File: src/rtl/dmem_bridge.sv
// Memory-stage bridge: turns MEM-stage load/store controls into a registered req/ack
// bus transaction, stalls the pipeline while it is outstanding, and aborts hung accesses.
module dmem_bridge #(
    parameter int unsigned TIMEOUT  = 255,
    parameter logic [31:0] ERR_WORD = 32'hDEADBEEF
) (
    input  logic        clk,
    input  logic        rst,
    input  logic        MemReadM,
    input  logic        MemWriteM,
    input  logic [31:0] ALUResultM,
    input  logic [31:0] WriteDataM,
    output logic [31:0] ReadDataM,
    output logic        StallM,
    output logic        AdeM,
    output logic        BusErrM,
    output logic        mem_req,
    output logic        mem_we,
    output logic [31:0] mem_addr,
    output logic [31:0] mem_wdata,
    input  logic [31:0] mem_rdata,
    input  logic        mem_ack
);

    localparam int unsigned CntW = 16;
    localparam logic [CntW-1:0] LastCnt = CntW'(TIMEOUT - 1);

    typedef enum logic [1:0] {
        IDLE = 2'd0,
        BUSY = 2'd1,
        DONE = 2'd2
    } bridgeState_t;

    bridgeState_t    state;
    logic [CntW-1:0] busyCnt;
    logic            acc;
    logic            ok;

    // Access qualification: only word-aligned loads/stores reach the bus.
    always_comb begin
        acc = MemReadM | MemWriteM;
        ok  = acc & (ALUResultM[1:0] == 2'b00);
    end

    // Stall and misalign flags depend on the live MEM-stage controls, so they stay combinational.
    always_comb begin
        StallM = 1'b0;
        AdeM   = 1'b0;
        if (!rst) begin
            StallM = ((state == IDLE) && ok) || (state == BUSY);
            AdeM   = (state == IDLE) && acc && !ok;
        end
    end

    // Transaction FSM with registered bus and result outputs.
    always_ff @(posedge clk) begin
        if (rst) begin
            state     <= IDLE;
            busyCnt   <= '0;
            ReadDataM <= '0;
            BusErrM   <= 1'b0;
            mem_req   <= 1'b0;
            mem_we    <= 1'b0;
            mem_addr  <= '0;
            mem_wdata <= '0;
        end else begin
            BusErrM <= 1'b0;
            case (state)
                IDLE: begin
                    if (ok) begin
                        mem_addr  <= {ALUResultM[31:2], 2'b00};
                        mem_wdata <= WriteDataM;
                        mem_we    <= MemWriteM;
                        mem_req   <= 1'b1;
                        busyCnt   <= '0;
                        state     <= BUSY;
                    end
                end
                BUSY: begin
                    if (mem_ack) begin
                        mem_req <= 1'b0;
                        if (!mem_we) begin
                            ReadDataM <= mem_rdata;
                        end
                        state <= DONE;
                    end else if (busyCnt == LastCnt) begin
                        // Watchdog abort: a load returns the poison word instead of hanging.
                        mem_req <= 1'b0;
                        BusErrM <= 1'b1;
                        if (!mem_we) begin
                            ReadDataM <= ERR_WORD;
                        end
                        state <= DONE;
                    end else begin
                        busyCnt <= busyCnt + CntW'(1);
                    end
                end
                DONE: begin
                    state <= IDLE;
                end
                default: begin
                    state   <= IDLE;
                    mem_req <= 1'b0;
                end
            endcase
        end
    end

endmodule

File: config.mk
export PLATFORM = sky130hd
export DESIGN_NAME = dmem_bridge
export DESIGN_NICKNAME = d
export VERILOG_FILES = /design/src/rtl/dmem_bridge.sv
export SDC_FILE = /design/constraint.sdc
export NUM_CORES = 1
export LEC_CHECK = 0
export ABC_AREA = 1
export ABC_CLOCK_PERIOD_IN_PS = 1400
export CAP_MARGIN = 25
export CELL_PAD_IN_SITES_DETAIL_PLACEMENT = 1
export CELL_PAD_IN_SITES_GLOBAL_PLACEMENT = 1
export CORE_ASPECT_RATIO = 0.75
export CORE_MARGIN = 5
export CORE_UTILIZATION = 27
export CTS_CLUSTER_SIZE = 16
export DETAILED_ROUTE_END_ITERATION = 8
export PLACE_DENSITY_LB_ADDON = 0.08
export SETUP_SLACK_MARGIN = 0.5
export SYNTH_ARGS = -nofsm -noshare
export SYNTH_HDL_FRONTEND = slang
export SYNTH_SLANG_ARGS = --single-unit
File: constraint.sdc
create_clock -name clk -period 1.4 [get_ports clk]
set_clock_uncertainty 0.05 [all_clocks]
set_input_delay 0.14 -clock clk [delete_from_list [all_inputs] [get_ports clk]]
set_output_delay 0.14 -clock clk [all_outputs]
set_load 0.02 [all_outputs]
==> results of run 1 <==
logic make-up (layout without fill, tap and decap cells):
logic type / count (synthesis) / in the layout / share of synthesized area, %
flip-flops: 115 / 115 / 45.7
buffers and inverters: 131 / 456 / 11.2
AND/OR/NAND/NOR: 358 / 359 / 29.8
adder cells (fa/ha/maj): 2 / 2 / 0.496
AO/OA/AOI/OAI: 112 / 112 / 12.8
other: 1 / 3 / 0.0744
state kept, by name, summed over array words and instances, names as in the netlist:
register	cells
ReadDataM	32
mem_wdata	32
mem_addr	30
busyCnt	16
state	2
BusErrM	1
mem_req	1
mem_we	1
report_power, final:
part | leakage [nW] | internal (mW) | switching [mW]
Combinational | 2.94 | 0.923 | 0.814
Sequential | 0.985 | 3.41 | 0.0940
Clock | 0.287 | 2.82 | 1.70
cell usage in the layout (no fill, tap or decap), types with 11 or more instances in the layout:
master / netlist / final
nand2_4: 1 / 15
inv_1: 81 / 79
clkdlybuf4s50_1: 0 / 99
a21oi_1: 82 / 58
nor2_4: 1 / 11
dfxtp_2: 0 / 106
nand4_1: 26 / 26
nor2_1: 50 / 39
nand2_1: 241 / 200
buf_6: 3 / 111
a21oi_2: 21 / 43
buf_12: 0 / 17
nand3_1: 29 / 21
nand2_2: 2 / 27
buf_4: 11 / 96
clkbuf_16: 0 / 18
worst max-delay path by stage:
stage          startpoint             to  slack (ns)
3_3_place_gp    MemWriteM           AdeM       -0.43
5_1_grt          state[1]         StallM       -0.32
2_1_floorplan  busyCnt[0]  ReadDataM[20]        0.10
6_report         state[1]         StallM       -0.26
4_1_cts          state[0]         StallM       -0.29
3_5_place_dp    MemWriteM           AdeM       -0.50
worst reg2reg max path, delay by kind of cell, from the launching register on:
kind / cells / cell delay, ns
buffers and inverters: 5 / 0.54
AOI/OAI and AO/OA: 1 / 0.12
and+or+nand+nor: 5 / 0.47
DFF: 1 / 0.34
metrics by stage:
step	instances	utilization [%]	area [um2]
floorplan	720	-	5130
global placement	1179	41.9	7710
detailed placement	1179	41.9	7710
CTS	1258	51.7	9520
global route	1293	54.3	9980
finish	1294	54.3	9990
layout make-up:
cell class | instances | share of cell area, %
Antenna cell | 1 | 0.0251
Clock inverter | 14 | 1.79
Timing Repair Buffer | 336 | 36.0
Inverter | 88 | 3.65
Multi-Input combinational cell | 475 | 26.6
Tap cell | 247 | 3.09
Sequential cell | 115 | 24.5
Clock buffer | 18 | 4.30
routing by layer:
metal  wire (um)  share of wire, %
met3        1200               5.3
met4         342               1.5
met5           0                 0
met2       11200                50
met1        9810                44
what timing repair did:
item / CTS / global route
resized for setup: 816 / 35
pin swaps: 26 / 19
cloned: 10 / 1
setup buffers: 37 / 34
setup endpoints to repair: 214 / 214
==> flow_metrics.py, run 1 <==
metrics = {
    "die": {
        "die-area_mm2": 0.0215,
        "std_cell_rows": 43,
        "boundaryPins": 202,
        "initial_core_util_pct": 27.4,
        "die_y_um": 128,
        "die_w_um": 168,
        "design.core.area_mm2": 0.0184,
    },
    "critical_path": {
        "worst-path-stages": 6,
        "crit_fanout": 3,
        "crit_slowest_cell": "dfxtp_2",
        "timing.rr.start": "state[1]",
        "path_buf_inv": 4,
        "path_class": "reg2out",
        "crit_family": "buffers and inverters",
        "critPathMaxStageDelay_ns": 0.34,
        "cp.arrival_ns": 1.47,
        "endpoint_kind": "output pin",
        "worstSetupStartpointType": "register",
        "crit_chain": "buf_4, nor2_4, inv_4, buf_8, a21oi_4, buf_6",
        "worstPathRequired_ns": 1.21,
        "worstRegToRegCells": 11,
        "r2r_end": "busyCnt[0]",
        "rrSetupSlack_ns": -0.22,
    },
    "power": {
        "power.total_mw": 9.77,
        "p_per_area_mw_per_mm2": 978,
        "peakVddDrop_mv": 0.648,
        "p_leak_nw": 4.22,
    },
    "logic_synthesis": {
        "yosys_warnings": 0,
        "netlist_instances": 719,
        "yosysTopAreaCellShare_pct": 45.7,
        "synth_cell_types": 29,
        "synthArstFlopShare_pct": 0,
        "synth_top_flop_cell": "dfxtp_1",
        "yosysMostFrequentCell": "nand2_1",
        "synth-edff-count": 0,
        "yosysSeqAreaShare_pct": 45.7,
        "synth_area_leaders": "dfxtp_1 46%, nand2_1 18%, a21oi_1 8.1%, inv_1 6.0%, nor2_1 3.7%",
        "synth_area_leader_cell": "dfxtp_1",
        "syn-mean-instance-area_um2": 7.01,
        "synth-seq-cells": 115,
        "synth_top_cells_by_count": "241 x nand2_1, 115 x dfxtp_1, 82 x a21oi_1",
        "syn_area_mm2": 0.00504,
    },
    "clock_tree": {
        "cts_tree": "done",
        "clockRootBuffer": "clkbuf_16",
        "cts_max_path_buffers": 2,
        "holdBufCountCts": 0,
        "cts_inserted_buffers": 17,
        "cts.sinks": 115,
        "clk_pin_slew_ns": 0.06,
        "insertion_delay_ns": 0.41,
        "cts_max_level": 4,
    },
    "detailed_routing": {
        "vias_per_cell": 4.58,
        "wl_per_cell_um": 17.4,
        "vias": 5923,
        "wirelength_um": 22500,
        "drt_iter0_markers": 376,
        "drt_first_pass_iters": 4,
        "drc": 0,
        "final_antenna_net_count": 0,
    },
    "worst_hold_path": {
        "whs_path_depth": 5,
        "hold_end": "BusErrM",
        "hp-class": "in2reg",
        "min_from": "rst",
    },
    "grt": {
        "groute.layer.met2.usage_pct": 33.8,
        "met3_usage_pct": 4.38,
        "grtUsageMet1_pct": 25.9,
        "grt-busiest-layer": "met2",
        "grt_pass1_wl_um": 34500,
        "grt_max_degree": 60,
        "grt_use_total_pct": 20.1,
        "antenna_found_initial": 0,
        "grt_pass1_vias": 6210,
        "grt-ovfl-total": 0,
    },
    "sta": {
        "fmax_ghz": 0.603,
        "setup_violations": 114,
        "period_share_pct": 119,
        "hold_viol_final": 0,
        "min_period_ns": 1.66,
        "timing.final.ws_setup_ns": -0.260,
        "rsz0062_at_grt": "yes",
        "final_max_slew_viol_count": 0,
        "hold_slack_ns": 0.174,
        "setup_tns_ns": -14.74,
    },
    "layout": {
        "area_growth_pct": 98.1,
        "n_fill_cell": 2141,
        "final-seq-area_mm2": 0.00245,
        "layout-drive-gt1-share_pct": 47.8,
        "multi_input_area_mm2": 0.00266,
        "final_nets": 1136,
    },
    "place": {
        "port_buffers": 199,
        "pre_cts_ws_ns": -0.496,
        "gp_congestion": 0.810,
        "dp_hpwl_um": 14200,
    },
    "job": {
        "cap_violations": 0,
    },
    "outcome": {
        "failed_checks": "negative setup slack",
        "status": "finished, violations left",
    },
}
Power figures use the tool's default switching activity.
==> run 2: changes to the inputs <==
- CTS_BUF_LIST: unset -> sky130_fd_sc_hd__clkbuf_16
==> run 2 against run 1 <==
Effect of this change: the run still ends with negative setup slack left; cell area barely moved; wire length is 0.14% higher; combinational power about the same; utilization about the same; power hardly changed; sequential power hardly changed; hold slack lost 0.00063 ns; register-to-register slack is essentially flat; critical path depth unchanged; maximum frequency is essentially flat; via count decreased by 0.20%; critical endpoint unchanged; largest power group unchanged.
==> flow_metrics.py, run 2 (synthesis gave the netlist of run 1 again) <==
metrics = {
    "outcome": {
        "status": "finished, violations left",
        "failed_checks": "negative setup slack",
    },
    "die": {
        "die_y_um": 128,
        "std_cell_rows": 43,
        "die_w_um": 168,
        "die-area_mm2": 0.0215,
        "initial_core_util_pct": 27.4,
        "boundaryPins": 202,
        "design.core.area_mm2": 0.0184,
    },
    "sta": {
        "period_share_pct": 119,
        "hold_slack_ns": 0.173,
        "timing.final.ws_setup_ns": -0.260,
        "setup_violations": 114,
        "hold_viol_final": 0,
        "fmax_ghz": 0.602,
        "min_period_ns": 1.66,
        "final_max_slew_viol_count": 0,
        "rsz0062_at_grt": "yes",
    },
    "clock_tree": {
        "cts.sinks": 115,
        "clockRootBuffer": "clkbuf_16",
        "clk_pin_slew_ns": 0.06,
        "cts_inserted_buffers": 17,
        "cts_max_level": 4,
        "cts_max_path_buffers": 2,
        "cts_tree": "done",
        "insertion_delay_ns": 0.41,
    },
    "grt": {
        "grt_use_total_pct": 20.1,
        "grt-ovfl-total": 0,
        "antenna_found_initial": 0,
        "grt_pass1_vias": 6210,
        "grt_pass1_wl_um": 34500,
        "grt_max_degree": 60,
    },
    "place": {
        "dp.cells": 1179,
        "pre_cts_ws_ns": -0.496,
        "gp_congestion": 0.810,
        "port_buffers": 199,
        "dp_hpwl_um": 14200,
    },
    "critical_path": {
        "timing.rr.start": "state[1]",
        "rrSetupSlack_ns": -0.23,
        "critPathMaxStageDelay_ns": 0.34,
        "r2r_end": "busyCnt[0]",
        "crit_chain": "buf_4, nor2_4, inv_4, buf_8, a21oi_4, buf_6",
        "crit_family": "buffers and inverters",
        "worstPathRequired_ns": 1.21,
        "worstSetupStartpointType": "register",
        "endpoint_kind": "output pin",
        "cp.arrival_ns": 1.47,
        "path_buf_inv": 4,
        "crit_end": "StallM",
        "path_class": "reg2out",
        "crit_fanout": 3,
        "crit_slowest_cell": "dfxtp_2",
        "worst-path-stages": 6,
        "startpoint": "state[1]",
        "worstRegToRegCells": 11,
    },
    "layout": {
        "area_growth_pct": 98.2,
        "layout_common_cells": "199 x nand2_1, 111 x buf_6, 106 x dfxtp_2",
        "final_common_cell": "nand2_1",
        "largest_registers": "ReadDataM x32, mem_wdata x32, mem_addr x30",
        "layout-drive-gt1-share_pct": 47.9,
        "final_nets": 1136,
        "stdcell_count": 1294,
        "post-route-util_pct": 54.3,
    },
    "detailed_routing": {
        "final_antenna_net_count": 0,
        "drt_iter0_markers": 392,
        "drt_first_pass_iters": 4,
        "vias": 5911,
        "vias_per_cell": 4.57,
        "drc": 0,
        "wl_per_cell_um": 17.4,
        "wirelength_um": 22600,
    },
    "power": {
        "peakVddDrop_mv": 0.648,
        "p_per_area_mw_per_mm2": 977,
        "p_leak_nw": 4.22,
    },
    "job": {
        "cap_violations": 0,
    },
    "worst_hold_path": {
        "hp-class": "in2reg",
    },
}
## run 2: how the worst min path moves through the flow
stage | from | to | slack [ns] | depth (start not counted)
global route | rst | BusErrM | 0.19 | 5
finish | rst | BusErrM | 0.17 | 5
floorplan | WriteDataM[12] | mem_wdata[12] | 0.23 | 2
detailed placement | ReadDataM[31] | ReadDataM[31] | 0.39 | 2
CTS | rst | BusErrM | 0.18 | 5
global placement | ReadDataM[26] | ReadDataM[26] | 0.38 | 2
## run 2: per-layer routing
layer  track usage, %  share of wire (%)  up-vias
met4             6.44                1.1        0
met2             33.8                 50      160
met5                0                  0        -
met3             4.38                5.2       14
li1                 -                  -     2900
met1             25.9                 44     2837
## run 2: final cells by class
cell class / instances / area (um2)
Sequential cell: 115 / 2450
Fill cell: 2140 / 8410
Antenna cell: 1 / 2.50
Inverter: 88 / 364
Clock buffer: 17 / 425
Tap cell: 247 / 309
Clock inverter: 15 / 183
Timing Repair Buffer: 336 / 3600
Multi-Input combinational cell: 475 / 2660
## run 2: timing repair
| item | in CTS | in global routing |
|---|---|---|
| hold buffers | 0 | 0 |
| gates cloned | 10 | 1 |
| gates resized for setup | 817 | 35 |
| setup buffers | 37 | 34 |
| pin swaps | 25 | 18 |
| endpoints found under the setup margin | 214 | 214 |
## run 2: worst register-to-register path, cell delays in order, from the launching register on
cell and delay, ns:
dfxtp_2 0.34, buf_4 0.14, nor2_4 0.13, inv_4 0.05
buf_4 0.13, nor2_4 0.12, inv_2 0.07, nand2_4 0.10
nand2_4 0.07, buf_4 0.15, o21ai_2 0.12, nor2_1 0.05
## run 2: where the power goes
part	total [mW]	internal [mW]	switching, mW
combinational	1.74	0.923	0.815
clock	4.52	2.81	1.70
sequential	3.51	3.41	0.0940
## run 2: through the flow
| stage | cell area, um2 | total power, mW | TNS, ns |
|---|---|---|---|
| floorplan | 5130 | 4.09 | 0 |
| global placement | 7710 | 4.80 | -29.46 |
| detailed placement | 7710 | 4.83 | -33.89 |
| CTS | 9520 | 9.73 | -12.28 |
| global route | 9990 | 10.1 | -22.64 |
| finish | 9990 | 9.76 | -14.77 |
==> run 3: changes to the inputs <==
- ABC_AREA: 1 -> unset
- CORE_UTILIZATION: 27 -> 26
==> run 3 against run 2 <==
Effect of this change: the flow still finishes with violations (negative setup slack); sequential power hardly changed; hold slack better by 0.017 ns; clock power is 6.0% lower; sequential share of layout area is 1.9 points higher; cell area is 6.3% lower; die area is 11% lower; critical endpoint is now mem_wdata[19]; largest power group unchanged.
==> flow_metrics.py, run 3 <==
metrics = {
    "outcome": {
        "status": "finished, violations left",
        "failed_checks": "negative setup slack",
    },
    "layout": {
        "layout_common_cells": "121 x buf_4, 117 x buf_6, 99 x clkdlybuf4s50_1",
        "post-route-util_pct": 58.1,
        "final_nets": 931,
        "n_fill_cell": 1714,
        "final_common_cell": "buf_4",
        "multi_input_area_mm2": 0.00232,
        "largest_registers": "ReadDataM x32, mem_wdata x32, mem_addr x30",
        "final_area_mm2": 0.00936,
        "insertedDiodeCount": 0,
        "layout-drive-gt1-share_pct": 62.0,
        "area_growth_pct": 118,
        "final-seq-area_mm2": 0.00247,
    },
    "critical_path": {
        "path_class": "reg2reg",
        "crit_chain": "buf_6, nor2_4, buf_6, o211ai_1, buf_4, buf_6, buf_6, buf_12, buf_12, buf_16, nand2_2, a21oi_1",
        "endpoint_kind": "register",
        "cp.arrival_ns": 2.11,
        "crit_slowest_cell": "dfxtp_2",
        "crit_fanout": 7,
        "cp_common_cell": "buf_6",
        "worstSetupStartpointType": "register",
        "critPathMaxStageDelay_ns": 0.33,
        "worstPathRequired_ns": 1.62,
    },
    "sta": {
        "tightest_slew_ns": 0.569,
        "min_period_ns": 1.89,
        "slew_headroom_pct": 62.0,
        "fmax_ghz": 0.528,
        "hold_viol_final": 0,
        "final_max_slew_viol_count": 0,
        "period_share_pct": 135,
        "timing.final.ws_setup_ns": -0.493,
        "rsz0062_at_grt": "yes",
        "setup_violations": 117,
        "setup_tns_ns": -42.97,
    },
    "logic_synthesis": {
        "yosysSeqAreaShare_pct": 53.7,
        "syn_area_mm2": 0.00429,
        "yosysTopAreaCellShare_pct": 53.7,
        "synth_area_leaders": "dfxtp_1 54%, nand2_1 12%, a21oi_1 8.1%, o221a_2 3.9%, o221a_1 2.4%",
        "synthArstFlopShare_pct": 0,
        "synth_area_leader_cell": "dfxtp_1",
        "syn-mean-instance-area_um2": 8.86,
        "netlist_instances": 484,
        "yosys_warnings": 0,
        "synth_top_cells_by_count": "133 x nand2_1, 115 x dfxtp_1, 69 x a21oi_1",
        "synth_top_flop_cell": "dfxtp_1",
        "synth_cell_types": 44,
        "synth-seq-cells": 115,
        "synth-edff-count": 0,
        "yosysMostFrequentCell": "nand2_1",
    },
    "grt": {
        "grt_pass1_wl_um": 29200,
        "antenna_found_initial": 0,
        "grt-ovfl-total": 0,
        "grt_max_degree": 49,
        "grt_pass1_vias": 5225,
        "grt_use_total_pct": 19.5,
    },
    "clock_tree": {
        "cts_inserted_buffers": 17,
        "cts_tree": "done",
        "insertion_delay_ns": 0.42,
        "cts.sinks": 115,
        "clk_pin_slew_ns": 0.06,
        "cts_max_path_buffers": 2,
        "cts_max_level": 4,
        "clockRootBuffer": "clkbuf_16",
    },
    "power": {
        "peakVddDrop_mv": 0.746,
        "power.total_mw": 9.42,
        "p_per_area_mw_per_mm2": 1010,
        "p_leak_nw": 3.80,
    },
    "detailed_routing": {
        "drt_iter0_markers": 207,
        "drt_first_pass_iters": 4,
        "vias_per_cell": 4.84,
        "final_antenna_net_count": 0,
        "vias": 5082,
        "wl_per_cell_um": 19.0,
        "drc": 0,
        "wirelength_um": 19900,
    },
    "worst_hold_path": {
        "hp-class": "in2reg",
    },
    "die": {
        "boundaryPins": 202,
        "initial_core_util_pct": 26.6,
        "die_y_um": 121,
        "design.core.area_mm2": 0.0161,
        "die-area_mm2": 0.0192,
        "die_w_um": 158,
        "std_cell_rows": 40,
    },
    "place": {
        "placed_cell_area_mm2": 0.00708,
        "gp_congestion": 0.816,
        "port_buffers": 199,
        "dp_hpwl_um": 12700,
    },
    "job": {
        "cap_violations": 0,
    },
}
==> run 3: path summary, 6_finish.rpt <==
kind                                      end  cells after the start  slack (ns)         start
worst max register to register  mem_wdata[19]                     12       -0.49      state[0]
worst min-delay path              busyCnt[15]                      3        0.19           rst
worst min register to register   mem_wdata[9]                      2        0.41  mem_wdata[9]
worst max-delay path            mem_wdata[19]                     12       -0.49      state[0]
==> run 3: cells by family after synthesis <==
group	share of synthesized area [%]
flip-flops	53.7
AO/OA/AOI/OAI	22.4
adder cells (fa/ha/maj)	0.584
other	0.0875
buffers and inverters	4.20
AND/OR/NAND/NOR	19.0
==> run 3: final cells by class <==
type	instances	share of cell area (%)
multi-input cells	325	24.7
repair buffers	359	39.6
clock inverters	15	1.55
clock buffers	17	4.55
flip-flops and latches	115	26.4
inverters	10	0.428
well taps	210	2.81
==> run 3: stage by stage <==
step / setup slack (ns) / instances / hold slack (ns)
floorplan: -0.373 / 485 / 0.168
global placement: -0.541 / 927 / 0.388
detailed placement: -0.630 / 927 / 0.395
CTS: -0.453 / 1009 / 0.124
global route: -0.571 / 1051 / 0.201
finish: -0.493 / 1051 / 0.190
==> run 3: per-layer routing <==
layer	vias up	GRT usage (%)	wire length, um
li1	2415	-	-
met1	2462	24.7	8540
met2	182	31.1	9530
met3	23	7.84	1610
met4	0	4.58	246
met5	-	0	0
==> run 3: power by group <==
part	internal, mW	switching, mW
logic	0.939	0.714
clock network	2.48	1.77
registers	3.41	0.102
==> run 3: critical path: cells and delay by family, from the launching register on <==
| family | cells | cell delay (ns) |
|---|---|---|
| compound gates | 2 | 0.17 |
| buf+inv | 8 | 1.03 |
| flops | 1 | 0.33 |
| simple gates | 2 | 0.17 |
==> run 3: repair_timing <==
item / in CTS / in global routing
hold buffers: 0 / 0
endpoints found under the setup margin: 214 / 214
buffers inserted: 42 / 41
cloned: 8 / 1
pin swaps: 43 / 26
gates resized for setup: 791 / 63
